$ cat config.mk
export PLATFORM = sky130hd
export DESIGN_NAME = qnigma_math_chacha20_block
export DESIGN_NICKNAME = d
export VERILOG_FILES = /design/src/rtl/qnigma_math_chacha20_block.sv
export SDC_FILE = /design/constraint.sdc
export NUM_CORES = 2
export LEC_CHECK = 0
export BUFFER_PORTS_ARGS = -buffer_cell sky130_fd_sc_hd__buf_2
export CELL_PAD_IN_SITES_DETAIL_PLACEMENT = 1
export CELL_PAD_IN_SITES_GLOBAL_PLACEMENT = 2
export CORE_AREA = 2 2 488 490
export CTS_CLUSTER_DIAMETER = 150
export DETAILED_ROUTE_END_ITERATION = 8
export DIE_AREA = 0 0 490 492
export PLACE_DENSITY_LB_ADDON = 0.1
export SYNTH_ARGS = -nofsm -noshare
export SYNTH_HDL_FRONTEND = slang
export SYNTH_SLANG_ARGS = --single-unit
$ cat constraint.sdc
create_clock -name clk -period 5.4 [get_ports clk]
set_input_delay 0.54 -clock clk [delete_from_list [all_inputs] [get_ports clk]]
set_output_delay 0.54 -clock clk [all_outputs]
set_load 0.01 [all_outputs]
$ cat src/rtl/qnigma_math_chacha20_block.sv
// ChaCha20 block-function sequencer: builds the 16-word state, steps an external
// quarter-round engine through every round, then feeds forward through its adder.
module qnigma_math_chacha20_block #(
  parameter int unsigned DOUBLE_ROUNDS = 10
) (
  input  logic         clk,
  input  logic         rst_n,
  input  logic         start,
  input  logic [255:0] key,
  input  logic [31:0]  counter,
  input  logic [95:0]  nonce,
  output logic         busy,
  output logic         ks_valid,
  input  logic         ks_ready,
  output logic [511:0] ks,
  output logic         qr_ld,
  output logic         qr_run,
  output logic [31:0]  qr_a_i,
  output logic [31:0]  qr_b_i,
  output logic [31:0]  qr_c_i,
  output logic [31:0]  qr_d_i,
  input  logic [31:0]  qr_a_o,
  input  logic [31:0]  qr_b_o,
  input  logic [31:0]  qr_c_o,
  input  logic [31:0]  qr_d_o,
  output logic [31:0]  qr_a,
  output logic [31:0]  qr_b,
  input  logic [31:0]  qr_q
);

  localparam int unsigned WORD_W = 32;
  localparam int unsigned NWORDS = 16;
  localparam int unsigned R_W    = 5;
  localparam logic [R_W-1:0] LAST_R = R_W'(2 * DOUBLE_ROUNDS - 1);

  typedef enum logic [2:0] {IDLE, LOAD, RUN, WB, ADD, DONE} state_t;

  state_t            state;
  state_t            state_next;
  logic              busy_next;
  logic              valid_next;
  logic              ld_next;
  logic              run_next;

  logic [WORD_W-1:0] x0   [NWORDS];
  logic [WORD_W-1:0] w    [NWORDS];
  logic [WORD_W-1:0] init [NWORDS];
  logic [R_W-1:0]    r;
  logic [1:0]        k;
  logic [2:0]        t;
  logic [3:0]        i;

  logic [1:0]        kb, kc, kd;
  logic [3:0]        ia, ib, ic, id;
  logic [WORD_W-1:0] a_hold, b_hold, c_hold, d_hold;

  // Diagonal rounds rotate rows 1..3 by 1..3 words; column rounds take them straight.
  assign kb = r[0] ? 2'(k + 2'd1) : k;
  assign kc = r[0] ? 2'(k + 2'd2) : k;
  assign kd = r[0] ? 2'(k + 2'd3) : k;
  assign ia = {2'b00, k};
  assign ib = {2'b01, kb};
  assign ic = {2'b10, kc};
  assign id = {2'b11, kd};

  always_comb begin
    init[0] = 32'h6170_7865;
    init[1] = 32'h3320_646e;
    init[2] = 32'h7962_2d32;
    init[3] = 32'h6b20_6574;
    for (int n = 0; n < 8; n++) init[4 + n] = key[32*n +: 32];
    init[12] = counter;
    for (int n = 0; n < 3; n++) init[13 + n] = nonce[32*n +: 32];
  end

  // Engine load words are live in LOAD and frozen at their last value elsewhere.
  assign qr_a_i = (state == LOAD) ? w[ia] : a_hold;
  assign qr_b_i = (state == LOAD) ? w[ib] : b_hold;
  assign qr_c_i = (state == LOAD) ? w[ic] : c_hold;
  assign qr_d_i = (state == LOAD) ? w[id] : d_hold;

  assign qr_a = (state == ADD) ? w[i]  : '0;
  assign qr_b = (state == ADD) ? x0[i] : '0;

  // State register and registered handshake/engine controls.
  always_ff @(posedge clk or negedge rst_n) begin
    if (!rst_n) begin
      state    <= IDLE;
      busy     <= 1'b0;
      ks_valid <= 1'b0;
      qr_ld    <= 1'b1;
      qr_run   <= 1'b0;
    end else begin
      state    <= state_next;
      busy     <= busy_next;
      ks_valid <= valid_next;
      qr_ld    <= ld_next;
      qr_run   <= run_next;
    end
  end

  always_comb begin
    state_next = state;
    unique case (state)
      IDLE: if (start) state_next = LOAD;
      LOAD: state_next = RUN;
      RUN:  if (t == 3'd7) state_next = WB;
      WB:   state_next = ((k != 2'd3) || (r != LAST_R)) ? LOAD : ADD;
      ADD:  if (i == 4'd15) state_next = DONE;
      DONE: if (ks_ready) state_next = IDLE;
      default: state_next = IDLE;
    endcase
  end

  always_comb begin
    busy_next  = 1'b0;
    valid_next = 1'b0;
    ld_next    = 1'b0;
    run_next   = 1'b0;
    unique case (state_next)
      IDLE:    ld_next    = 1'b1;
      LOAD:    begin ld_next = 1'b1; busy_next = 1'b1; end
      RUN:     begin run_next = 1'b1; busy_next = 1'b1; end
      WB, ADD: busy_next  = 1'b1;
      DONE:    valid_next = 1'b1;
      default: ld_next    = 1'b1;
    endcase
  end

  // Working state, round counters and keystream accumulation.
  always_ff @(posedge clk or negedge rst_n) begin
    if (!rst_n) begin
      for (int n = 0; n < NWORDS; n++) begin
        x0[n] <= '0;
        w[n]  <= '0;
      end
      r      <= '0;
      k      <= '0;
      t      <= '0;
      i      <= '0;
      ks     <= '0;
      a_hold <= '0;
      b_hold <= '0;
      c_hold <= '0;
      d_hold <= '0;
    end else begin
      unique case (state)
        IDLE: if (start) begin
          for (int n = 0; n < NWORDS; n++) begin
            x0[n] <= init[n];
            w[n]  <= init[n];
          end
          r <= '0;
          k <= '0;
          i <= '0;
        end
        LOAD: begin
          a_hold <= w[ia];
          b_hold <= w[ib];
          c_hold <= w[ic];
          d_hold <= w[id];
          t      <= '0;
        end
        RUN: t <= t + 3'd1;
        WB: begin
          w[ia] <= qr_a_o;
          w[ib] <= qr_b_o;
          w[ic] <= qr_c_o;
          w[id] <= qr_d_o;
          if (k != 2'd3) begin
            k <= k + 2'd1;
          end else begin
            k <= '0;
            r <= (r != LAST_R) ? r + R_W'(1) : '0;
          end
        end
        ADD: begin
          ks[{i, 5'd0} +: 32] <= qr_q;
          i                   <= i + 4'd1;
        end
        default: ;
      endcase
    end
  end

endmodule
After elaboration in Yosys (flattened, before gate mapping)
Index checks and enable logic that the tools add are counted.
- bits in registers: 1560
- output and inout bits: 708
- word-level logic and storage cells: 161
- add/sub/neg operators: 7
- order comparisons: 9
- equal/unequal tests: 16
- shift operators: 2
- multiplexer cells: 62
- bitwise operators: 5
- reduce and logical (&&, ||, !) cells: 15
- operators by type and width (cell ; count):
    $bwmux W512 ; 5
    $pmux W512 S2 ; 1
    $bmux W32 S4 ; 6
    $mux W32 ; 22
    $demux W32 S4 ; 4
    $mux W512 ; 1
    $shift A32 B11 Y512 const A ; 1
    $shiftx A32 B11 Y512 ; 1
    $ge A5 B5 Y1 const B ; 5
    $lt A5 B1 Y1 const B ; 4
    $pmux W3 S6 ; 1
    $eq A3 B3 Y1 const B ; 5
    $mux W3 ; 5
    $mux W5 ; 3
    $not A4 Y5 ; 3
    $eq A3 B2 Y1 const B ; 4
    $neg A9 Y11 ; 1
    $mux W2 ; 5
    $pmux W5 S2 ; 1
    $pmux W4 S2 ; 1
    $reduce_or A4 Y1 ; 2
    $eq A3 B1 Y1 const B ; 2
    $ne A2 B2 Y1 const B ; 3
    $pmux W3 S2 ; 1
    18 further kinds ; 29

Depth between registers and ports, before layout
- depth after elaboration: 11
- depth in mapped cells: 13
- gate-level depth less buffers: 6

Worst setup path after synthesis
No wires, ideal clock.
- kind: register -> output
- start point: register k[1]
- end point: output port qr_b_i[28]
- arrival: 2739 ps
- required time: 4860 ps
- setup slack: 2121 ps
- cell stages (with the launch flop): 10
- buffers on the path: 3
- path through: dfrtp_1 buf_2 buf_1 inv_1 ha_1 or3b_2 nand2_1 buf_1 a22oi_1 a31oi_1
- longest elaborated chain between the ends: 7
- RTL lines (element ; line ; source):
    from (decl) ; 49 ; logic [1:0] k;
    from (signal assigned) ; 171 ; k <= k + 2'd1;
    $add A2 B1 Y2 ; 58 ; assign kb = r[0] ? 2'(k + 2'd1) : k;
    $mux W2 (*) ; 58 ;
    $not A3 Y5 (not written as such) (*) ; 78 ; assign qr_b_i = (state == LOAD) ? w[ib] : b_hold;
    $bmux W32 S4 (*) ; 78 ;
    $mux W32 (not written as such) (*) (2 in a row) ; 78 ;
    $mux W32 (*) ; n/a ;
    to (decl) ; 19 ; output logic [31:0] qr_b_i,
Mark *: on every way between the ends. The rest lies on a longest branch, timed or not. The select of a mux whose other input is x is not followed.

Worst setup path after layout
- start point: register i[1]
- end point: output port qr_a[12]
- longest elaborated chain between the ends: 5
- RTL lines (element ; line ; source):
    from (decl) ; 51 ; logic [3:0] i;
    from (signal assigned) ; 179 ; i <= i + 4'd1;
    $not A4 Y5 (not written as such) ; 82 ; assign qr_a = (state == ADD) ? w[i] : '0;
    $bmux W32 S4 ; 82 ;
    $mux W32 (not written as such) (2 in a row) ; 82 ;
    $mux W32 ; 82 ;
    to (decl) ; 26 ; output logic [31:0] qr_a,
Every way passes these cells. The select of a mux whose other input is x is not followed.

==> results.sh <==
export IMPL_dieArea_um2=241000
export IMPL_drt_wl_total_um=363000
export IMPL_fin_nets=7641
export IMPL_peakVddDrop_uv=393
export IMPL_synth_edf_count=0
export IMPL_post_cts_buffers=0
export IMPL_place_area_um2=80000
export IMPL_grt_use_total=0.296
export IMPL_cts_max_level=4
export IMPL_area_growth_pct=28.2
export IMPL_postRouteAntennaNets=0
export IMPL_required_ns=4.86
export IMPL_netlist_instances=5637
export IMPL_setup_slack_ns=0.399
export IMPL_synth_seq_area_share=0.559
export IMPL_power_density_nw_per_um2=550
export IMPL_ys_types=69
export IMPL_setup_viol=0
export IMPL_die_w_um=490
export IMPL_design_area_um2=89500
export IMPL_slew_headroom=0.201
export IMPL_synth_flop_cell="dfrtp_1"
export IMPL_synth_seq_cells=1558
export IMPL_regToRegEndpoint="ks[254]"
export IMPL_critPathKind="register to output port"
export IMPL_post_place_ws_ns=1.34
export IMPL_die_h_um=492
export IMPL_cts_root_buffer="clkbuf_16"
export IMPL_hold_viol=0
export IMPL_fin_crit_ns=5.00
export IMPL_worstHoldStart="key[244]"
export IMPL_via_per_inst=5.38
export IMPL_port_buffers=1255
export IMPL_crit_fanout=51
export IMPL_fill_cells=25300
export IMPL_post_route_drc_count=0
export IMPL_cts_sinks=1558
export IMPL_cts_buffers=185
export IMPL_endpoint_kind="output port"
export IMPL_status="completed"
export IMPL_whs_ns=0.0504
export IMPL_tightest_slew_ns=1.20
export IMPL_grt_pass1_wl_um=503000
export IMPL_drive_above_1_share=0.355
export IMPL_ys_async_sr_fraction=1.00
export IMPL_worst_setup_path_start_kind="register"
export IMPL_ios=1256
export IMPL_critPathTopFamily="compound AO/OA/AOI/OAI gates"
export IMPL_slew_violations=0
export IMPL_synth_avg_cell_area_um2=12.4
export IMPL_leakagePower_nw=43.3
export IMPL_place_congestion=0.863
export IMPL_vias=56100
export IMPL_cts_tree="yes"
export IMPL_drt_first_pass_iters=6
export IMPL_grt_max_degree=210
export IMPL_multi_input_area_um2=29200
export IMPL_overflow=0
export IMPL_worst_path_buf_inv=3
export IMPL_skew_ns=0.0472
export IMPL_first_global_vias=58500
export IMPL_cts_path_max_buffers=3
export IMPL_hold_end="x0[148]"
export IMPL_initial_core_util=0.295
export IMPL_r2r_start="i[0]"
export IMPL_fmax_mhz=200
export IMPL_synth_warnings=0
export IMPL_r2r_cells=6
export IMPL_syn_nets=6196
export IMPL_cpMaxStageDelayCell="a211oi_1"
export IMPL_regArea_um2=39000
export IMPL_clk_pin_slew_worst_paths_ns=0.06
export IMPL_syn_cell_area_um2=69800
export IMPL_grt_setup_unrepaired="false"
export IMPL_dpl_hpwl_um=264000
export IMPL_wire_per_inst_um=34.9
export IMPL_worstHoldPathCells=3
export IMPL_cp_arrival_ns=4.46
export IMPL_antenna_found_initial=73
export IMPL_drtIter0Drc=4575
export IMPL_regToRegSetupSlack_ns=1.69
export IMPL_hold_class="input pin to register"
export IMPL_max_stage_delay_ns=0.89
export IMPL_rows=179
export IMPL_fin_setup_tns_ns=0
export IMPL_core_area_um2=236000
export IMPL_maxCapViolations=0
export IMPL_min_period_over_period=0.926
export IMPL_clk_latency_ns=0.87
export IMPL_cp_cell_sequence="buf_12 -> mux4_2 -> and2_1 -> a211oi_1 -> buf_4 -> a311oi_1 -> buf_2"
-- area by class of cell --
class | count | area share
timing repair buffer | 1720 | 0.123
antenna | 26 | 0.000727
sequential | 1558 | 0.436
clock buffer | 274 | 0.0599
clock inverter | 55 | 0.00959
multi-input combinational | 3610 | 0.327
tap | 3167 | 0.0443
inverter | 7 | 0.000322
-- registers in the layout, summed over array words and instances (netlist names) --
signal    flops
busy          1
i             4
ks_valid      1
k             2
b_hold       32
x0          385
state         3
t             3
c_hold       32
a_hold       32
r             5
d_hold       32
qr_run        1
qr_ld         1
ks          512
w           512
-- per-stage QoR --
step / power [mW] / instances / utilization
3_5_place_dp: 36.0 / 9742 / 0.339
2_1_floorplan: 27.2 / 5637 / -
4_1_cts: 49.5 / 10400 / 0.378
6_report: 49.2 / 10400 / 0.379
3_3_place_gp: 35.7 / 9742 / 0.339
5_1_grt: 51.4 / 10400 / 0.378
-- placed cells by master (no fill, tap or decap), drive strengths merged, types with 4 or more instances in the layout --
cell type	count
a211oi	28
a21o	261
a21oi	43
a221o	256
a221oi	7
a22oi	135
a311oi	14
a31oi	64
and2	308
and3	36
buf	1400
bufinv	14
clkbuf	274
clkinv	35
dfrtp	1557
diode	26
dlygate4sd3	320
ha	11
inv	11
mux2	548
mux2i	75
mux4	279
nand2	996
nand2b	10
nand3	218
nand3b	8
nor2	124
nor3	4
o21ai	94
o221ai	14
o22a	10
o22ai	19
or3b	5
-- synth_stat cells, types with 36 or more instances --
cell type | number | area share
a21o_1 | 261 | 0.028
a21oi_1 | 41 | 0.0029
a221o_1 | 256 | 0.037
a22oi_1 | 135 | 0.015
a31oi_1 | 64 | 0.0057
and2_1 | 306 | 0.027
and3_1 | 36 | 0.0032
buf_2 | 94 | 0.0067
clkbuf_1 | 307 | 0.017
dfrtp_1 | 1557 | 0.56
mux2_2 | 496 | 0.080
mux2i_1 | 75 | 0.011
mux4_2 | 279 | 0.090
nand2_1 | 996 | 0.054
nand3_1 | 218 | 0.016
nor2_1 | 123 | 0.0066
o21ai_0 | 88 | 0.0063
-- how the worst max path moves through the flow --
| stage | startpoint | end | slack, ns | depth (start not counted) |
|---|---|---|---|---|
| after floorplan | k[1] | qr_b_i[28] | 2.12 | 9 |
| after global placement | i[1] | qr_a[12] | 1.31 | 7 |
| after detailed placement | i[1] | qr_a[12] | 1.34 | 7 |
| after CTS | i[1] | qr_a[12] | 0.40 | 7 |
| after global routing | k[1] | qr_d_i[12] | 0.33 | 8 |
| final | i[1] | qr_a[12] | 0.40 | 7 |
-- power breakdown --
| part | leakage [nW] | total, mW | internal [mW] | switching [mW] |
|---|---|---|---|---|
| Sequential | 19.4 | 18.9 | 15.8 | 3.08 |
| Clock | 3.04 | 13.0 | 7.55 | 5.47 |
| Combinational | 20.9 | 17.2 | 6.95 | 10.3 |
-- logic make-up after synthesis --
logic type      share of synthesized area
simple gates                        0.112
flops                               0.559
compound gates                      0.107
xor+xnor                         0.000753
mux                                 0.191
fa+ha+maj                         0.00197
buf+inv                            0.0284
-- tightest hold or removal path, cell delays in order --
cell	delay (ns)
buf_2	0.08
nand2_1	0.13
nand2_1	0.10
-- layer usage --
| layer | wire, µm | vias to the layer above | track usage |
|---|---|---|---|
| met5 | 222 | - | 0 |
| met4 | 19100 | 34 | 0.134 |
| met2 | 174000 | 2131 | 0.490 |
| li1 | - | 23400 | - |
| met1 | 148000 | 30000 | 0.371 |
| met3 | 21900 | 515 | 0.0614 |
-- timing repair --
item / CTS / global route
hold buffers: 320 / 0
hold endpoints to repair: 749 / 0
gates resized for setup: 0 / 0
Power figures use the tool's default switching activity.
